### src/rtl/alu_issue_pkg.sv
// Shared RV32I decode constants and the ALU op encoding understood by the downstream ALU.
package alu_issue_pkg;

  localparam logic [6:0] OPC_OP     = 7'b0110011;
  localparam logic [6:0] OPC_OP_IMM = 7'b0010011;
  localparam logic [6:0] OPC_LUI    = 7'b0110111;
  localparam logic [6:0] OPC_AUIPC  = 7'b0010111;

  localparam logic [2:0] F3_ADD  = 3'd0;
  localparam logic [2:0] F3_SLL  = 3'd1;
  localparam logic [2:0] F3_SLT  = 3'd2;
  localparam logic [2:0] F3_SLTU = 3'd3;
  localparam logic [2:0] F3_XOR  = 3'd4;
  localparam logic [2:0] F3_SR   = 3'd5;
  localparam logic [2:0] F3_OR   = 3'd6;
  localparam logic [2:0] F3_AND  = 3'd7;

  localparam logic [6:0] F7_BASE = 7'h00;
  localparam logic [6:0] F7_ALT  = 7'h20;

  typedef enum logic [4:0] {
    ALU_ADD  = 5'd0,
    ALU_SUB  = 5'd1,
    ALU_SLL  = 5'd2,
    ALU_SLT  = 5'd3,
    ALU_SLTU = 5'd4,
    ALU_XOR  = 5'd5,
    ALU_SRL  = 5'd6,
    ALU_SRA  = 5'd7,
    ALU_OR   = 5'd8,
    ALU_AND  = 5'd9,
    ALU_EQ   = 5'd10
  } alu_op_e;

  typedef enum logic {
    ST_RUN,
    ST_STALL
  } state_e;

  function automatic logic is_shift(input alu_op_e op);
    return (op == ALU_SLL) || (op == ALU_SRL) || (op == ALU_SRA);
  endfunction

endpackage

### src/rtl/alu_issue_if.sv
// Issue-slot to ALU operand channel: valid/ready plus the decoded op and operands.
interface alu_issue_if #(parameter int unsigned XLEN = 32);
  logic            out_valid;
  logic            out_ready;
  logic [4:0]      out_op;
  logic [XLEN-1:0] out_lhs;
  logic [XLEN-1:0] out_rhs;
  logic [4:0]      out_rd;
  logic            out_we;
  logic            out_illegal;

  modport master (
    output out_valid, out_op, out_lhs, out_rhs, out_rd, out_we, out_illegal,
    input  out_ready
  );

  modport slave (
    input  out_valid, out_op, out_lhs, out_rhs, out_rd, out_we, out_illegal,
    output out_ready
  );
endinterface

### src/rtl/alu_issue_imm.sv
// Combinational I-type (sign-extended) and U-type immediate generator.
module alu_issue_imm (
  input  logic [31:12] inst,
  output logic [31:0]  imm_i,
  output logic [31:0]  imm_u
);
  assign imm_i = {{20{inst[31]}}, inst[31:20]};
  assign imm_u = {inst[31:12], 12'b0};
endmodule

### src/rtl/alu_issue.sv
// Decode/issue stage ahead of the ALU: decodes OP/OP-IMM/LUI/AUIPC, blocks RAW hazards
// through a pending-write scoreboard and holds the result in a registered output slot.
module alu_issue
  import alu_issue_pkg::*;
#(
  parameter int unsigned XLEN = 32,
  parameter int unsigned NREG = 32
) (
  input  logic            CLK,
  input  logic            RST_X,
  input  logic            in_valid,
  output logic            in_ready,
  input  logic [31:0]     in_inst,
  input  logic [XLEN-1:0] in_pc,
  output logic [4:0]      rs1_addr,
  output logic [4:0]      rs2_addr,
  input  logic [XLEN-1:0] rs1_data,
  input  logic [XLEN-1:0] rs2_data,
  input  logic            wb_valid,
  input  logic [4:0]      wb_rd,
  input  logic            flush,
  alu_issue_if.master     out
);

  logic [6:0]      opcode, funct7;
  logic [2:0]      funct3;
  logic [4:0]      rd;
  logic [XLEN-1:0] imm_i, imm_u, rs1_val, rs2_val;
  logic [XLEN-1:0] lhs, rhs;
  alu_op_e         op;
  logic            illegal, we, uses_rs1, uses_rs2, hazard, accept;
  logic [NREG-1:0] pend_q, pend_d;
  state_e          state_q, state_d;

  logic            slot_valid, slot_we, slot_illegal;
  logic [4:0]      slot_op, slot_rd;
  logic [XLEN-1:0] slot_lhs, slot_rhs;

  assign opcode   = in_inst[6:0];
  assign rd       = in_inst[11:7];
  assign funct3   = in_inst[14:12];
  assign funct7   = in_inst[31:25];
  assign rs1_addr = in_inst[19:15];
  assign rs2_addr = in_inst[24:20];
  assign rs1_val  = (rs1_addr == '0) ? '0 : rs1_data;
  assign rs2_val  = (rs2_addr == '0) ? '0 : rs2_data;

  alu_issue_imm u_imm (
    .inst  (in_inst[31:12]),
    .imm_i (imm_i),
    .imm_u (imm_u)
  );

  always_comb begin
    op       = ALU_ADD;
    lhs      = '0;
    rhs      = '0;
    illegal  = 1'b0;
    uses_rs1 = 1'b0;
    uses_rs2 = 1'b0;
    case (opcode)
      OPC_OP: begin
        uses_rs1 = 1'b1;
        uses_rs2 = 1'b1;
        lhs      = rs1_val;
        rhs      = rs2_val;
        if (funct7 == F7_BASE) begin
          case (funct3)
            F3_ADD:  op = ALU_ADD;
            F3_SLL:  op = ALU_SLL;
            F3_SLT:  op = ALU_SLT;
            F3_SLTU: op = ALU_SLTU;
            F3_XOR:  op = ALU_XOR;
            F3_SR:   op = ALU_SRL;
            F3_OR:   op = ALU_OR;
            default: op = ALU_AND;
          endcase
        end else if (funct7 == F7_ALT && funct3 == F3_ADD) begin
          op = ALU_SUB;
        end else if (funct7 == F7_ALT && funct3 == F3_SR) begin
          op = ALU_SRA;
        end else begin
          illegal = 1'b1;
        end
      end
      OPC_OP_IMM: begin
        uses_rs1 = 1'b1;
        lhs      = rs1_val;
        rhs      = imm_i;
        case (funct3)
          F3_ADD:  op = ALU_ADD;
          F3_SLT:  op = ALU_SLT;
          F3_SLTU: op = ALU_SLTU;
          F3_XOR:  op = ALU_XOR;
          F3_OR:   op = ALU_OR;
          F3_AND:  op = ALU_AND;
          F3_SLL: begin
            op      = ALU_SLL;
            illegal = (funct7 != F7_BASE);
          end
          default: begin
            op      = in_inst[30] ? ALU_SRA : ALU_SRL;
            illegal = (funct7 != F7_BASE) && (funct7 != F7_ALT);
          end
        endcase
      end
      OPC_LUI: rhs = imm_u;
      OPC_AUIPC: begin
        lhs = in_pc;
        rhs = imm_u;
      end
      default: illegal = 1'b1;
    endcase
    if (illegal) begin
      op  = ALU_ADD;
      lhs = '0;
      rhs = '0;
    end
    // The ALU shifts by the full rhs, so the amount is trimmed here.
    if (is_shift(op))
      rhs = {{(XLEN-5){1'b0}}, rhs[4:0]};
  end

  assign we       = !illegal && (rd != '0);
  assign hazard   = in_valid && ((uses_rs1 && pend_q[rs1_addr]) || (uses_rs2 && pend_q[rs2_addr]));
  assign in_ready = (!slot_valid || out.out_ready) && !hazard && !flush;
  assign accept   = in_valid && in_ready;

  // Clear before set so a same-cycle retire of an older write cannot erase the new pending one.
  always_comb begin
    pend_d = pend_q;
    if (flush) begin
      pend_d = '0;
    end else begin
      if (wb_valid) pend_d[wb_rd] = 1'b0;
      if (accept && we) pend_d[rd] = 1'b1;
    end
    pend_d[0] = 1'b0;
  end

  always_comb begin
    state_d = state_q;
    if (flush) begin
      state_d = ST_RUN;
    end else begin
      case (state_q)
        ST_RUN:   if (hazard) state_d = ST_STALL;
        ST_STALL: if (!hazard) state_d = ST_RUN;
        default:  state_d = ST_RUN;
      endcase
    end
  end

  always_ff @(posedge CLK) begin
    if (!RST_X) begin
      state_q      <= ST_RUN;
      pend_q       <= '0;
      slot_valid   <= 1'b0;
      slot_op      <= '0;
      slot_lhs     <= '0;
      slot_rhs     <= '0;
      slot_rd      <= '0;
      slot_we      <= 1'b0;
      slot_illegal <= 1'b0;
    end else begin
      state_q <= state_d;
      pend_q  <= pend_d;
      if (flush) begin
        slot_valid <= 1'b0;
      end else if (accept) begin
        slot_valid   <= 1'b1;
        slot_op      <= op;
        slot_lhs     <= lhs;
        slot_rhs     <= rhs;
        slot_rd      <= rd;
        slot_we      <= we;
        slot_illegal <= illegal;
      end else if (out.out_ready) begin
        slot_valid <= 1'b0;
      end
    end
  end

  assign out.out_valid   = slot_valid;
  assign out.out_op      = slot_op;
  assign out.out_lhs     = slot_lhs;
  assign out.out_rhs     = slot_rhs;
  assign out.out_rd      = slot_rd;
  assign out.out_we      = slot_we;
  assign out.out_illegal = slot_illegal;

endmodule

### src/flat_wrapper.sv
// flat-port wrapper written by rule: the top's interface ports become plain ports
module alu_issue_flat import alu_issue_pkg::*;
#(
  parameter int unsigned XLEN = 32,
  parameter int unsigned NREG = 32
)
  (CLK, RST_X, in_valid, in_ready, in_inst, in_pc, rs1_addr, rs2_addr, rs1_data, rs2_data, wb_valid, wb_rd, flush, out_out_valid, out_out_op, out_out_lhs, out_out_rhs, out_out_rd, out_out_we, out_out_illegal, out_out_ready);
  alu_issue_if #(.XLEN(XLEN)) out_i ();
  input  logic CLK;
  input  logic RST_X;
  input  logic in_valid;
  output logic in_ready;
  input  logic [31:0] in_inst;
  input  logic [XLEN-1:0] in_pc;
  output logic [4:0] rs1_addr;
  output logic [4:0] rs2_addr;
  input  logic [XLEN-1:0] rs1_data;
  input  logic [XLEN-1:0] rs2_data;
  input  logic wb_valid;
  input  logic [4:0] wb_rd;
  input  logic flush;
  output wire logic [$bits(out_i.out_valid)-1:0] out_out_valid;
  output wire logic [$bits(out_i.out_op)-1:0] out_out_op;
  output wire logic [$bits(out_i.out_lhs)-1:0] out_out_lhs;
  output wire logic [$bits(out_i.out_rhs)-1:0] out_out_rhs;
  output wire logic [$bits(out_i.out_rd)-1:0] out_out_rd;
  output wire logic [$bits(out_i.out_we)-1:0] out_out_we;
  output wire logic [$bits(out_i.out_illegal)-1:0] out_out_illegal;
  input wire logic [$bits(out_i.out_ready)-1:0] out_out_ready;
  assign out_out_valid = out_i.out_valid;
  assign out_out_op = out_i.out_op;
  assign out_out_lhs = out_i.out_lhs;
  assign out_out_rhs = out_i.out_rhs;
  assign out_out_rd = out_i.out_rd;
  assign out_out_we = out_i.out_we;
  assign out_out_illegal = out_i.out_illegal;
  assign out_i.out_ready = out_out_ready;
  alu_issue #(.XLEN(XLEN), .NREG(NREG)) u_core (.CLK(CLK), .RST_X(RST_X), .in_valid(in_valid), .in_ready(in_ready), .in_inst(in_inst), .in_pc(in_pc), .rs1_addr(rs1_addr), .rs2_addr(rs2_addr), .rs1_data(rs1_data), .rs2_data(rs2_data), .wb_valid(wb_valid), .wb_rd(wb_rd), .flush(flush), .out(out_i));
endmodule
### config.mk
export PLATFORM = sky130hd
export DESIGN_NAME = alu_issue_flat
export DESIGN_NICKNAME = d
export VERILOG_FILES = /design/src/rtl/alu_issue_pkg.sv /design/src/rtl/alu_issue_if.sv /design/src/rtl/alu_issue_imm.sv /design/src/rtl/alu_issue.sv /design/src/flat_wrapper.sv
export SDC_FILE = /design/constraint.sdc
export NUM_CORES = 1
export LEC_CHECK = 0
export ABC_AREA = 1
export CAP_MARGIN = 10
export CORE_UTILIZATION = 47
export CTS_CLUSTER_DIAMETER = 40
export DETAILED_ROUTE_END_ITERATION = 8
export MAX_ROUTING_LAYER = met4
export PLACE_DENSITY = 0.81
export SLEW_MARGIN = 20
export SYNTH_ARGS = -nofsm -noshare
export SYNTH_HDL_FRONTEND = slang
export SYNTH_HIERARCHICAL = 1
export SYNTH_SLANG_ARGS = --single-unit
### constraint.sdc
create_clock -name CLK -period 2.8 [get_ports CLK]
set_input_delay 0.7 -clock CLK [delete_from_list [all_inputs] [get_ports CLK]]
set_output_delay 0.7 -clock CLK [all_outputs]
set_load 0.02 [all_outputs]
== Word level (Yosys, flattened, before mapping) ==
Cells that the tools add are included.

* Bitwise operators: 5
* Div/mod/pow operators: 0
* Shift operators: 0
* $mul: 0
* Reductions and logical operators: 33
* $add $sub $neg: 0
* Equal/unequal tests: 16
* Muxes and demuxes: 35
* Order comparisons: 6

{| class="wikitable"
|+ Operators with widths
! cell !! count
|-
| two-way mux 32 bit || 8
|-
| one-hot mux 32 bit (3 select lines) || 1
|-
| one-hot mux 32 bit (2 select lines) || 1
|-
| one-hot mux 5 bit (7 select lines) || 1
|-
| bitwise AND 32 bit || 1
|-
| NOT 32 bit || 1
|-
| bitwise OR 32 bit || 1
|-
| one-hot mux 4 bit (7 select lines) || 1
|-
| < comparator 5 x 6 -> 1 bit, second input constant || 4
|-
| equality test 7 x 6 -> 1 bit, second input constant || 3
|-
| two-way mux 5 bit || 3
|-
| equality test 7 x 5 -> 1 bit, second input constant || 2
|-
| logical AND 1 bit || 13
|-
| equality test 3 bit, second input constant || 4
|-
| two-way mux 1 bit || 12
|-
| binary-select mux 1 bit (select 5 bit) || 2
|-
| demux 1 bit (select 5 bit) || 2
|-
| equality test 5 x 3 -> 1 bit, second input constant || 2
|-
| greater-or-equal comparator 5 x 1 -> 1 bit, second input constant || 2
|-
| logical NOT 5 bit || 2
|-
| one-hot mux 5 bit (2 select lines) || 1
|-
| logical NOT 7 bit || 1
|-
| != test 7 x 6 -> 1 bit, second input constant || 1
|-
| nonzero test 7 bit || 1
|-
| 15 further kinds || 25
|}

* Output and inout port bits: 88
* Bits in latches: 0
* Memory bits (read-only): 0
* Register bits after elaboration: 109
* Bits in writable memories: 0
* Memories: 0

== Logic depth before layout (Yosys ltp) ==
Gate-level depths: netlist (run 1).

* Depth after elaboration: 12
* Depth in mapped cells: 15
* Gate-level depth less buffers: 14

== Cells and area by module ==
The synthesis (run 1) kept the hierarchy.

{| class="wikitable"
|+ Modules (own cells, without submodules)
! module !! seq. area each (um^2) !! instances !! area an instance (um^2) !! cells each
|-
| alu_issue || 2142.1 || 1 || 6545.0 || 1094
|-
| alu_issue_imm || 0.0 || 1 || 484.2 || 65
|}

== Least setup slack after synthesis (run 1) ==
Ideal clock, no wire load.

* Path kind: input port to output port
* Start: in in_inst[20]
* End: out in_ready
* Buffers on the path: 2
* Data arrival time: 2000 ps
* Setup slack: 100 ps
* Data required time: 2100 ps
* Stages: 11
* Cells stage by stage: buf_4 inv_2 buf_6 nand2_1 nand3_1 nand3_1 nand3_1 nand3_1 nand3_2 nand2_1 a21boi_0

* Longest elaborated chain between the ends: 8

{| class="wikitable"
|+ Ends and longest elaborated chain
! what !! RTL line !! RTL
|-
| start, declared || flat_wrapper.sv:13 || <nowiki>input logic [31:0] in_inst;</nowiki>
|-
| binary-select mux 1 bit (select 5 bit) || alu_issue.sv:125 || <nowiki>assign hazard = in_valid && ((uses_rs1 && pend_q[rs1_addr]) || (uses_rs2 && pend_q[rs2_addr]));</nowiki>
|-
| two-way mux 1 bit (not written as such) || alu_issue.sv:125 ||
|-
| logical AND 1 bit || alu_issue.sv:125 ||
|-
| logical OR 1 bit || alu_issue.sv:125 ||
|-
| logical AND 1 bit || alu_issue.sv:125 ||
|-
| logical NOT 1 bit || alu_issue.sv:126 || <nowiki>assign in_ready = (!slot_valid || out.out_ready) && !hazard && !flush;</nowiki>
|-
| logical AND 1 bit (2 in series) || alu_issue.sv:126 ||
|-
| end, declared || flat_wrapper.sv:12 || <nowiki>output logic in_ready;</nowiki>
|}

Every way passes these cells. The select of a mux whose other input is x is not followed.

== Worst setup path in the final report (run 1) ==
* Start: in in_inst[24]
* End: out rs2_addr[4]

{| class="wikitable"
|+ RTL lines
! what !! RTL line !! RTL
|-
| end, declared || flat_wrapper.sv:16 || <nowiki>output logic [4:0] rs2_addr;</nowiki>
|}

No word-level cell between the ends.

==> results of run 1 <==
==> state kept, by name, summed over array words and instances, names as in the netlist <==
signal / cells
u_core/out.out_op: 4
u_core/out.out_rd: 5
u_core/out.out_lhs: 32
u_core/pend_q: 31
u_core/out.out_we: 1
u_core/out.out_valid: 1
u_core/out.out_rhs: 32
u_core/out.out_illegal: 1
==> metal layers <==
layer  part of all wire  vias to the layer above  GRT usage  wire length [µm]
met5                  0                        -          -                 0
li1                   -                     4031          -                 -
met3              0.073                       63    0.04983              1667
met2               0.45                      340     0.4667             10340
met1               0.43                     3597     0.3764              9878
met4              0.040                        0     0.1425               901
==> cells by family (layout without fill, tap and decap cells) <==
logic type	Yosys count	in the layout	synth area share
AOI/OAI and AO/OA	187	187	0.1387
other	2	13	0.001068
and+or+nand+nor	659	659	0.3939
buffers and inverters	204	382	0.1616
DFF	107	107	0.3047
==> cell usage in the layout (no fill, tap or decap), drive strengths merged <==
master           n
o21ai           70
conb            13
o211ai           6
clkdlybuf4s15    1
clkinvlp         4
a21oi          106
buf             78
clkbuf          15
a31oi            1
nor3b            1
dlygate4sd2      1
nor3             7
or2              2
a32oi            1
clkinv           1
a21boi           1
nand3          171
a211oi           1
nor2            83
clkdlybuf4s50  210
dlymetal6s2s     8
inv             64
dfxtp          107
nand2          394
o21a             1
nand4            1
==> metrics by stage <==
stage                 util  total power, mW  hold WS (ps)  cells
detailed placement  0.6413            2.158         454.6   1513
global placement    0.6413            2.158         450.2   1513
floorplan                -            1.872         453.8   1170
finish              0.6669            3.401         464.3   1532
CTS                 0.6630            3.418         466.0   1531
global route        0.6669            3.552         481.9   1532
==> worst max-delay path: stages <==
cell and delay, ps:
clkdlybuf4s50_1 580, buf_4 160, clkdlybuf4s50_1 590
==> worst paths after layout <==
check	slack [ps]	startpoint	to	cells past startpoint
worst max-delay path	60	in_inst[24]	rs2_addr[4]	3
worst min-delay path	460	u_core/out.out_lhs[9]	u_core/out.out_lhs[9]	2
worst max register to register	800	u_core/pend_q[15]	u_core/out.out_rhs[23]	13
worst min register to register	460	u_core/out.out_lhs[9]	u_core/out.out_lhs[9]	2
==> cell type report <==
class | instances | area [µm²]
inverters | 62 | 237.7
repair buffers | 302 | 2982
flip-flops and latches | 107 | 2142
multi-input cells | 859 | 3826
clock buffers | 11 | 252.7
well taps | 184 | 230.2
clock inverters | 5 | 43.79
fillers | 1309 | 4860
repair inverters | 2 | 15.01
==> power breakdown <==
| group | total [mW] | switching (mW) | internal, mW |
|---|---|---|---|
| Combinational | 0.609 | 0.302 | 0.307 |
| Clock | 1.26 | 0.599 | 0.664 |
| Sequential | 1.53 | 0.00323 | 1.53 |
==> what timing repair did <==
| action | in CTS | in global routing |
|---|---|---|
| cloned | 2 | 1 |
| hold endpoints to repair | 0 | 0 |
| buffers inserted | 0 | 0 |
| hold buffers | 0 | 0 |
| setup endpoints to repair | 4 | 28 |
| gates resized for setup | 21 | 26 |
| pin swaps | 0 | 6 |
==> results by group, run 1 <==
Outcome
  • Outcome: completed

Synth
  • Ys flop type: dfxtp_1
  • FFs w/ async S/R, synth: 0
  • Unique masters post-synth: 30
  • EDFF count, synth: 0
  • Mapped Cells: 1159
  • Area contributors post-synth: dfxtp_1 30%, nand2_1 21%, nand3_1 12%
  • Share of the synthesized area in the top cell type: 0.3047
  • Synth cell count leaders: 394 x nand2_1, 170 x nand3_1, 107 x dfxtp_1, 105 x a21oi_1, 83 x buf_4
  • Cell Area, Synth: 7029 µm²
  • Count leader, synth: nand2_1
  • Avg Inst Size Synth: slightly above 6 µm²
  • Seq/Total Area, Yosys: 0.3047
  • Post-synth top area cell: dfxtp_1
  • Syn. warnings: 6
  • #FFs+latches synth: approximately 110

CTS
  • Longest Clk Path Bufs: 2
  • CTS Buf Count: 9
  • Htree depth: 3
  • Latest clock arrival within the worst-skew pair: between 300 and 400 ps
  • Sink Count: ~110
  • Register clock-pin slew on the reported worst setup and hold paths: about 70 ps
  • CTS tree: yes
  • CTS root buffer: clkbuf_16

Global routing
  • Vias in the first global route: 7416
  • First-pass GRT wire length: between 30 and 40 mm
  • Pin count of the biggest net entering global routing: 74
  • GRT Residual Overflow: 0
  • GRT Total Usage: 0.2992
  • Initial antenna violation count: 0

Place
  • DP HPWL: 16.42 mm
  • DP Area: 9356 µm²
  • GPL Wtd Cong: 0.9405
  • Dpl ws: -736.4 ps
  • I/O Buffers: 225

STA
  • Final Max Slew Viols: 0
  • Min Tclk post-route: between 2000 and 3000 ps
  • Hold Vio Cnt, Final: 0
  • Max-slew headroom: 0.4604
  • Worst-Margin Slew: 809.3 ps
  • # setup viols final: 0
  • Worst Clk Skew: 5.463 ps
  • Period utilization: 0.9779
  • Sum of negative setup slack: 0 ps
  • Final worst slack: around 62 ps
  • Maximum clock rate: between 0.3 and 0.4 GHz

Setup path
  • Critical Path RT: 2100 ps
  • CP Launch Type: primary input
  • Crit Path Category: primary input to output port
  • Crit path capture type: output port
  • Max FO, Critical Path: 4
  • CP arrival: 2040 ps

Detailed routing
  • Iter 0 DRT Violations: 650
  • Wire length per cell: roughly 15 µm
  • Routed Antenna Nets: 0
  • TritonRoute pass-1 iters: 5
  • Final wirelength: 22.79 mm
  • DRC viols: 0
  • Vias per cell: 5.242
  • Via count: about 8k

Final layout
  • Syn-to-layout area delta: 38.41%
  • Design Area, Final: approximately 9700 µm²
  • Final Net Count: approximately 1.5k
  • # diodes: 0
  • Layout cells sized above 1: 0.09718

Floorplan
  • Core Area: 14590 µm²
  • Starting density of the core: 0.4818
  • Full die area: between 15000 and 20000 µm²
  • Core Rows: 44
  • I/O pin total: between 200 and 250
  • Die X-Extent: 124.3 µm
  • Die height: around 120 µm

Min path
  • Min-Delay Path Class: register to register

Power and ir drop
  • Power per cell area: 349.5 nW/µm²
  • Pleak: about 3.8 nW
  • Peak VDD IR: ~0.29 mV

Job
  • Max Cap Violations: 0
No activity file was read; power rests on OpenSTA's default activity.
==> run 2, diff against run 1 <==
--- a/config.mk
+++ b/config.mk
@@ -17,3 +17,4 @@
 export SYNTH_HDL_FRONTEND = slang
 export SYNTH_HIERARCHICAL = 1
 export SYNTH_SLANG_ARGS = --single-unit
+export TNS_END_PERCENT = 30
==> results of run 2 <==
No change in the layout: final DEF, timing and power equal those of run 1.
==> run 3, diff against run 2 <==
--- a/config.mk
+++ b/config.mk
@@ -10,11 +10,10 @@
 export CORE_UTILIZATION = 47
 export CTS_CLUSTER_DIAMETER = 40
 export DETAILED_ROUTE_END_ITERATION = 8
-export MAX_ROUTING_LAYER = met4
 export PLACE_DENSITY = 0.81
 export SLEW_MARGIN = 20
 export SYNTH_ARGS = -nofsm -noshare
 export SYNTH_HDL_FRONTEND = slang
 export SYNTH_HIERARCHICAL = 1
 export SYNTH_SLANG_ARGS = --single-unit
-export TNS_END_PERCENT = 30
+export TNS_END_PERCENT = 1
==> results by group, run 3 (same netlist as run 1, synthesis figures left out) <==
Final layout
  • Post-route non-filler standard cell count: 1529
  • Most frequent cells in the layout: 394 x nand2_1, 217 x clkdlybuf4s50_1, 170 x nand3_1
  • Layout cells sized above 1: 0.09071
  • Syn-to-layout area delta: 37.50%
  • Commonest non-fill, non-tap cell in the layout: nand2_1
  • # diodes: 0
  • Final Net Count: roughly 1.5k

Setup path
  • Crit Path Category: primary input to output port
  • Slowest CP cell: clkdlybuf4s50_1
  • Crit path capture type: output port
  • Reg-to-reg setup timing slack: ~790 ps
  • Critical path buffer and inverter count: 2
  • Critical Path RT: approximately 2100 ps
  • CP Launch Type: primary input
  • Biggest cell delay along the critical path: 510 ps
  • Max FO, Critical Path: 2
  • CP Cell Sequence: clkdlybuf4s50_1 > nand2_1 > nor3_4 > nand3_2 > nand2_1 > a21boi_2 > buf_4
  • Most used cell, CP: nand2_1
  • CP arrival: 2070 ps
  • Family with the most delay on the worst path: buffers and inverters

STA
  • Hold Vio Cnt, Final: 0
  • Worst Clk Skew: approximately 5.8 ps
  • # setup viols final: 0
  • Final worst slack: 29.48 ps
  • Max-slew headroom: 0.4579
  • Min Tclk post-route: roughly 2800 ps
  • Worst-Margin Slew: between 800 and 900 ps
  • Period utilization: 0.9895
  • Maximum clock rate: ~0.36 GHz
  • RSZ-0062 raised after global routing: true
  • Final Max Slew Viols: 0

Detailed routing
  • Iter 0 DRT Violations: roughly 710
  • Wire length per cell: approximately 15 µm
  • TritonRoute pass-1 iters: 5
  • Vias per cell: 5.202
  • Via count: about 8.0k
  • DRC viols: 0
  • Final wirelength: 22.87 mm
  • Routed Antenna Nets: 0

CTS
  • Longest Clk Path Bufs: 2
  • Setup bufs post-CTS: 0
  • Sink Count: roughly 110
  • Hold Buf Count CTS: 0
  • Latest clock arrival within the worst-skew pair: 360 ps
  • CTS tree: yes
  • Htree depth: 3
  • CTS Buf Count: 9
  • Register clock-pin slew on the reported worst setup and hold paths: 70 ps
  • CTS root buffer: clkbuf_16

Min path
  • Min-Delay Path Class: register to register

Global routing
  • GRT Residual Overflow: 0
  • GRT Total Usage: 0.2907
  • First-pass GRT wire length: roughly 37 mm
  • Initial antenna violation count: 0
  • Pin count of the biggest net entering global routing: 74
  • Vias in the first global route: 7219

Power and ir drop
  • Sw Share: 0.2632
  • Power per cell area: between 300 and 400 nW/µm²
  • Peak VDD IR: 0.2841 mV
  • Comb pwr share: 0.176
  • Pleak: between 3 and 4 nW
  • Internal power: between 2 and 3 mW
  • Flop pwr share: 0.447
  • Part of the power in the clock network: 0.377
  • P_sw: roughly 0.90 mW

Place
  • Placed cell count: 1512
  • GPL Wtd Cong: between 0.9 and 1
  • Dpl ws: -812.0 ps
  • I/O Buffers: between 200 and 250
  • DP HPWL: roughly 17 mm

Floorplan
  • I/O pin total: 227
  • Die X-Extent: between 100 and 150 µm
  • Starting density of the core: 0.4818
  • Full die area: roughly 15000 µm²
  • Die height: roughly 120 µm
  • Core Rows: 44
  • Core Area: between 10000 and 15000 µm²

Job
  • Max Cap Violations: 0

Outcome
  • Outcome: completed
==> run 3: cell count changes in the layout (fill, tap and decap cells not counted), sizes merged <==
cell	change
clkdlybuf4s50	+7
dlymetal6s2s	-7
clkbuf	-4
dlygate4sd2	+2
buf	-1
bufinv	+1
clkinv	+1
clkinvlp	-1
inv	-1
==> run 3: power by group through the flow <==
stage,combinational [mW],clock [mW],sequential (mW)
detailed placement,0.592,0,1.56
global route,0.649,1.38,1.53
floorplan,0.301,0,1.57
global placement,0.591,0,1.56
CTS,0.598,1.32,1.53
finish,0.603,1.29,1.53
==> run 3: stage by stage <==
stage | TNS (ps) | utilization | hold WS, ps | instance area [µm²] | total power, mW
after global placement | -15760 | 0.6408 | 450.2 | 9349 | 2.156
after floorplan | 0 | - | 453.8 | 7071 | 1.872
after global routing | -29.75 | 0.6625 | 479.4 | 9666 | 3.558
after detailed placement | -18360 | 0.6408 | 453.8 | 9349 | 2.156
final | 0 | 0.6625 | 462.5 | 9666 | 3.422
after CTS | 0 | 0.6621 | 465.0 | 9659 | 3.444
==> run 3: layer usage <==
metal | up-vias | GRT usage | routed length [µm]
li1 | 4022 | - | -
met3 | 48 | 0.05541 | 1801
met5 | - | 0 | 0
met2 | 334 | 0.4586 | 10560
met4 | 0 | 0.1382 | 699
met1 | 3550 | 0.3809 | 9802
==> run 3: final timing paths <==
check	cells past startpoint	startpoint	endpoint
max	7	in_inst[0]	in_ready
min	2	u_core/out.out_rhs[8]	u_core/out.out_rhs[8]
max reg2reg	13	u_core/pend_q[15]	u_core/out.out_rhs[26]
min reg2reg	2	u_core/out.out_rhs[8]	u_core/out.out_rhs[8]
==> run 3: tightest hold or removal path, delay by kind of cell (launching register included) <==
kind,cells,cell delay (ps)
flip-flops,1,310
AO/OA/AOI/OAI,1,50
AND/OR/NAND/NOR,1,60
==> run 3: area by class of cell <==
class	instances	area, µm²
Fill cell	1316	4923
Timing Repair inverter	1	7.507
Multi-Input combinational cell	859	3812
Tap cell	184	230.2
Clock buffer	9	225.2
Sequential cell	107	2142
Clock inverter	6	66.31
Inverter	62	235.2
Timing Repair Buffer	301	2947
==> run 3: what timing repair did <==
item | CTS | global route
setup endpoints to repair | 4 | 13
gates resized for setup | 20 | 9
pin swaps | 0 | 2
gates cloned | 2 | 0
==> variant 1: new RTL, flow settings as in run 3 <==
`NREG` is set to 32 in 2 places; all go to 64.
--- a/src/rtl/alu_issue.sv
+++ b/src/rtl/alu_issue.sv
@@ -6,3 +6,3 @@
   parameter int unsigned XLEN = 32,
-  parameter int unsigned NREG = 32
+  parameter int unsigned NREG = 64
 ) (
--- a/src/flat_wrapper.sv
+++ b/src/flat_wrapper.sv
@@ -4,3 +4,3 @@
   parameter int unsigned XLEN = 32,
-  parameter int unsigned NREG = 32
+  parameter int unsigned NREG = 64
 )
Behaviour: same outputs for any inputs over 4 cycles, from zero or initial values and one cycle with RST_X low; that may be too few to reach the edited logic, so the function may still have changed.
==> variant 1 against run 3 <==
Power grew 3.8%. Non-clock buffer count up 3. Sequential cell count is the same. Worst setup slack improved by 0.051 ns. Global-route usage up 0.54 points. Sequential power about the same. Routed wire length increased by 2.2%. Maximum frequency grew 1.9%. Sequential share of layout area down 0.35 points. Design area increased by 1.6%. Die area up 0.43%. Hold slack better by 0.0012 ns. Critical path depth down 4. Synthesized area grew 0.44%. Critical endpoint is now rs2_addr[4]. Highest routed layer unchanged.
==> variant 1: results (changes against run 3) <==
{
  "run_status": {"value": "completed", "change": "unchanged"},
  "grt_start_max_net_pins": {"value": 73, "change": "was 74"},
  "critical_path.startpoint": {"value": "in_inst[24]", "change": "was in_inst[0]"},
  "post_synth_num_cell_types": {"value": 31, "change": "was 30"},
  "final_layout_size_suffix_gt1_share": {"value": 10.21, "unit": "%", "change": "was 9.071%"},
  "wl_met3": {"value": 1.956, "unit": "mm", "change": "was 1.801 mm"},
  "first_iter_violations": {"value": 838, "change": "was 709"},
  "seq_area_frac_synth": {"value": 30.34, "unit": "%", "change": "was 30.47%"},
  "timing.rr.start": {"value": "u_core/pend_q[16]$_SDFF_PP0_", "change": "was u_core/pend_q[15]$_SDFF_PP0_"},
  "worst_clock_skew": {"value": 0.009471, "unit": "ns", "change": "was 0.005773 ns"},
  "drt-met1-wl": {"value": 10.31, "unit": "mm", "change": "was 9.802 mm"},
  "netlist_top_cells_count": {"value": "nand2_1 (358), nand3_1 (138), a21oi_1 (107), dfxtp_1 (107), buf_4 (87)", "change": "was nand2_1 (394), nand3_1 (170), dfxtp_1 (107), a21oi_1 (105), buf_4 (83)"},
  "cpPeakStageDelay": {"value": 0.60, "unit": "ns", "change": "was 0.51 ns"},
  "routed_wire_length_per_instance": {"value": 15.23, "unit": "um", "change": "was 14.95 um"},
  "pre_cts_slack": {"value": -0.7978, "unit": "ns", "change": "was -0.8120 ns"},
  "finalWeightedCongestion": {"value": 0.9115, "change": "was 0.9272"},
  "synthesis.area_per_instance": {"value": 6.076, "unit": "um^2", "change": "was 6.065 um^2"},
  "drt-vias-per-instance": {"value": 5.298, "change": "was 5.202"},
  "worst_r2r_endpoint": {"value": "u_core/out.out_rhs[2]$_SDFFE_PN0P_", "change": "was u_core/out.out_rhs[26]$_SDFFE_PN0P_"},
  "arrival": {"value": 2.02, "unit": "ns", "change": "was 2.07 ns"},
  "wl_met2": {"value": 10.56, "unit": "mm", "change": "about the same"},
  "post-route-worst-setup-slack": {"value": 0.08089, "unit": "ns", "change": "was 0.02948 ns"},
  "synth_area_leaders": {"value": "dfxtp_1 (30%), nand2_1 (19%), nand3_1 (9.8%)", "change": "was dfxtp_1 (30%), nand2_1 (21%), nand3_1 (12%)"},
  "r2r_slack": {"value": 0.68, "unit": "ns", "change": "was 0.79 ns"},
  "first_global_vias": {"value": 7415, "change": "was 7219"},
  "worst_slew_pin_slew": {"value": 0.5909, "unit": "ns", "change": "was 0.8131 ns"}
}
## variant 1: changes by cell type after synthesis, sizes merged, moves of 2 or more
cell / change
nand4: +35
nand2: -34
nand3: -32
inv: +29
clkbuf: +3
nor3: -3
a21oi: +2
buf: -2
nor2: +2
o21ai: +2
or2: +2
## variant 1: worst min-delay path by stage
stage / start / to / slack [ns]
2_1_floorplan: u_core/pend_q[19]$_SDFF_PP0_ / u_core/pend_q[19]$_SDFF_PP0_ / 0.45
6_report: u_core/out.out_rhs[10]$_SDFFE_PN0P_ / u_core/out.out_rhs[10]$_SDFFE_PN0P_ / 0.46
3_5_place_dp: u_core/out.out_rhs[10]$_SDFFE_PN0P_ / u_core/out.out_rhs[10]$_SDFFE_PN0P_ / 0.45
5_1_grt: u_core/out.out_rhs[25]$_SDFFE_PN0P_ / u_core/out.out_rhs[25]$_SDFFE_PN0P_ / 0.48
4_1_cts: u_core/out.out_rhs[10]$_SDFFE_PN0P_ / u_core/out.out_rhs[10]$_SDFFE_PN0P_ / 0.47
3_3_place_gp: u_core/out.out_lhs[7]$_SDFFE_PN0P_ / u_core/out.out_lhs[7]$_SDFFE_PN0P_ / 0.45
## variant 1: report_power, final
group / total [mW] / switching (mW) / internal [mW] / leakage [nW]
logic: 0.625 / 0.314 / 0.311 / 2.84
clock network: 1.40 / 0.587 / 0.813 / 0.152
registers: 1.53 / 0.00288 / 1.53 / 0.862
## variant 1: cells by family after synthesis
family                 after synthesis  synth area share, %
AND/OR/NAND/NOR                    630                38.10
buffers and inverters              234                17.65
AO/OA/AOI/OAI                      189                13.80
flip-flops                         107                30.34
other                                2               0.1064
## variant 1: area by class of cell
cell class | count | area [um^2]
clock buffers | 11 | 242.7
clock inverters | 5 | 83.83
fillers | 1319 | 4767
inverters | 91 | 346.6
multi-input cells | 832 | 3767
flip-flops and latches | 107 | 2142
well taps | 184 | 230.2
repair buffers | 304 | 3002
repair inverters | 1 | 7.507
## variant 1: metal layers
| layer | up-vias | track usage, % |
|---|---|---|
| li1 | 4042 | - |
| met1 | 3665 | 39.79 |
| met4 | 0 | 10.28 |
| met5 | - | 0 |
| met2 | 384 | 46.44 |
| met3 | 41 | 6.615 |
## variant 1: what timing repair did
action,in CTS,in global routing
resized for setup,28,28
pin swaps,1,5
cloned,1,1
setup buffers,0,1
endpoints found under the setup margin,12,2
## variant 1: tightest hold or removal path, stage by stage, from the launching register on
cell	delay (ns)
dfxtp_1	0.31
nand2_1	0.06
a21oi_1	0.05
==> variant 2: new RTL, config.mk and constraints of run 3 <==
Without the edit above. Make the reset (`RST_X`) asynchronous in one clocked block.
--- a/src/rtl/alu_issue.sv
+++ b/src/rtl/alu_issue.sv
@@ -153,3 +153,3 @@
 
-  always_ff @(posedge CLK) begin
+  always_ff @(posedge CLK or negedge RST_X) begin
     if (!RST_X) begin
Function: differs if RST_X is asserted again (counterexample within 4 cycles, from zero or initial values and one cycle with RST_X low); with RST_X held inactive, the same outputs for 4 cycles.
==> variant 2 against run 3 <==
Routed wire length grew 4.7%. Synthesized cell count shrank 9.2%. Power grew 4.1%. Design area grew 6.4%. Sequential cell count is the same. Worst setup slack gained 0.032 ns. Global-route usage grew 0.69 points. Synthesized area grew 5.3%. Critical endpoint unchanged.
==> variant 2: results (changes against run 3) <==
{
  "n_fill_cell": {"value": 1307, "change": "was 1316"},
  "place_hpwl": {"value": 18.15, "unit": "mm", "change": "was 16.61 mm"},
  "fin_nets": {"value": 1402, "change": "was 1480"},
  "worst_r2r_endpoint": {"value": "u_core/pend_q[20]$_DFF_PN0_", "change": "was u_core/out.out_rhs[26]$_SDFFE_PN0P_"},
  "r2r_slack": {"value": 0.75, "unit": "ns", "change": "was 0.79 ns"},
  "netlist_top_cells_count": {"value": "nand2_1 (306), dfrtp_1 (107), inv_1 (98), nor2_1 (93), buf_4 (80)", "change": "was nand2_1 (394), nand3_1 (170), dfxtp_1 (107), a21oi_1 (105), buf_4 (83)"},
  "finalWeightedCongestion": {"value": 0.9457, "change": "was 0.9272"},
  "timing.hold.worst.class": {"value": "input pin to async pin", "change": "was flip-flop to flip-flop"},
  "synth-compound-area-share": {"value": 17.19, "unit": "%", "change": "was 13.87%"},
  "critical_path.startpoint": {"value": "in_inst[22]", "change": "was in_inst[0]"},
  "grt.total_usage": {"value": 29.75, "unit": "%", "change": "was 29.07%"},
  "timing.rr.start": {"value": "u_core/pend_q[15]$_DFF_PN0_", "change": "was u_core/pend_q[15]$_SDFF_PP0_"},
  "run_status": {"value": "completed", "change": "unchanged"},
  "first_pass_grt_wire_length": {"value": 37.30, "unit": "mm", "change": "was 36.52 mm"},
  "worst-r2r-cell-count": {"value": 14, "change": "was 13"},
  "synth_area_leaders": {"value": "dfrtp_1 (36%), nand2_1 (16%), buf_4 (8.1%)", "change": "was dfxtp_1 (30%), nand2_1 (21%), nand3_1 (12%)"},
  "number_of_antenna_violations_at_the_first_check_in_global_routing": {"value": 1, "change": "was 0"},
  "seq_area_frac_synth": {"value": 36.17, "unit": "%", "change": "was 30.47%"},
  "dr_total_vias": {"value": 7688, "change": "was 7954"},
  "first_global_vias": {"value": 7201, "change": "was 7219"},
  "grt_start_max_net_pins": {"value": 51, "change": "was 74"},
  "critPathMaxFanout": {"value": 8, "change": "was 2"},
  "post_synth_num_cell_types": {"value": 44, "change": "was 30"},
  "postSynth.asyncResetShare": {"value": 100.0, "unit": "%", "change": "was 0%"},
  "routed_wire_length_per_instance": {"value": 16.18, "unit": "um", "change": "was 14.95 um"},
  "first_iter_violations": {"value": 601, "change": "was 709"},
  "final_layout_size_suffix_gt1_share": {"value": 12.70, "unit": "%", "change": "was 9.071%"}
}
==> variant 2: changes by cell type in the layout (fill, tap and decap cells not counted), sizes merged, moves of 22 or more <==
cell and delta:
nand2 -84, o21ai -22, a21oi -50, inv +47, dfxtp -107, nand3 -92
a22o +24, a22oi +31, dfrtp +107
==> variant 2: worst min path at each step <==
stage                                     startpoint                                  to  slack [ns]  depth (start not counted)
detailed placement  u_core/out.out_op[1]$_DFFE_PN0P_    u_core/out.out_op[1]$_DFFE_PN0P_        0.47                          2
CTS                                            RST_X  u_core/out.out_lhs[29]$_DFFE_PN0P_        0.39                          1
global route                                   RST_X  u_core/out.out_lhs[29]$_DFFE_PN0P_        0.43                          1
floorplan                                      RST_X  u_core/out.out_illegal$_DFFE_PN0P_        0.40                          0
global placement    u_core/out.out_op[1]$_DFFE_PN0P_    u_core/out.out_op[1]$_DFFE_PN0P_        0.46                          2
finish                                         RST_X  u_core/out.out_lhs[29]$_DFFE_PN0P_        0.38                          1
==> variant 2: cells by family after synthesis <==
logic type	after synthesis
buffers and inverters	235
AOI/OAI and AO/OA	196
and+or+nand+nor	512
other	2
DFF	107
==> variant 2: repair_timing <==
item,4_1_cts,5_1_grt
endpoints found under the hold margin,0,0
pin swaps,7,2
resized for setup,31,10
setup endpoints to repair,3,2
setup buffers,2,0
cloned,1,0
==> variant 2: critical path, cell delays in order <==
cell and delay (ns):
clkdlybuf4s50_1 0.41, buf_6 0.15, inv_4 0.06, nand3_1 0.08, nand3_1 0.09, nand3_1 0.10, nand3_2 0.09, nand2_2 0.08
a21boi_2 0.12, buf_4 0.15
==> variant 2: layer usage <==
metal | GRT usage [%] | routed length [um]
met2 | 48.54 | 10980
met1 | 37.62 | 9737
met3 | 5.946 | 2278
met4 | 14.78 | 955
met5 | 0 | 0
==> variant 2: final cells by class <==
class                   count  area (um^2)  area share [%]
multi-input cells         721         3528           34.32
repair buffers            313         3069           29.85
clock buffers               9        225.2           2.191
flip-flops and latches    107         2678           26.04
clock inverters             7        85.08          0.8276
inverters                 111        429.2           4.174
well taps                 211        264.0           2.568
diodes                      1        2.502         0.02434
==> variant 2: power breakdown <==
group	internal (mW)	switching, mW	total, mW
sequential	1.56	0.0109	1.57
clock	0.710	0.623	1.33
combinational	0.329	0.327	0.656
total	2.60	0.961	3.56
==> variant 2: metrics by stage <==
stage          area (um^2)  instances  setup WS (ns)  util, %  setup TNS (ns)
4_1_cts              10280       1479      0.0009364    67.36               0
3_5_place_dp          9888       1460        -0.7859    64.81          -12.10
3_3_place_gp          9888       1460        -0.7493    64.81          -9.131
6_report             10280       1480        0.06107    67.38               0
5_1_grt              10280       1480      -0.005365    67.38       -0.005365
2_1_floorplan         7443       1063        0.09528        -               0
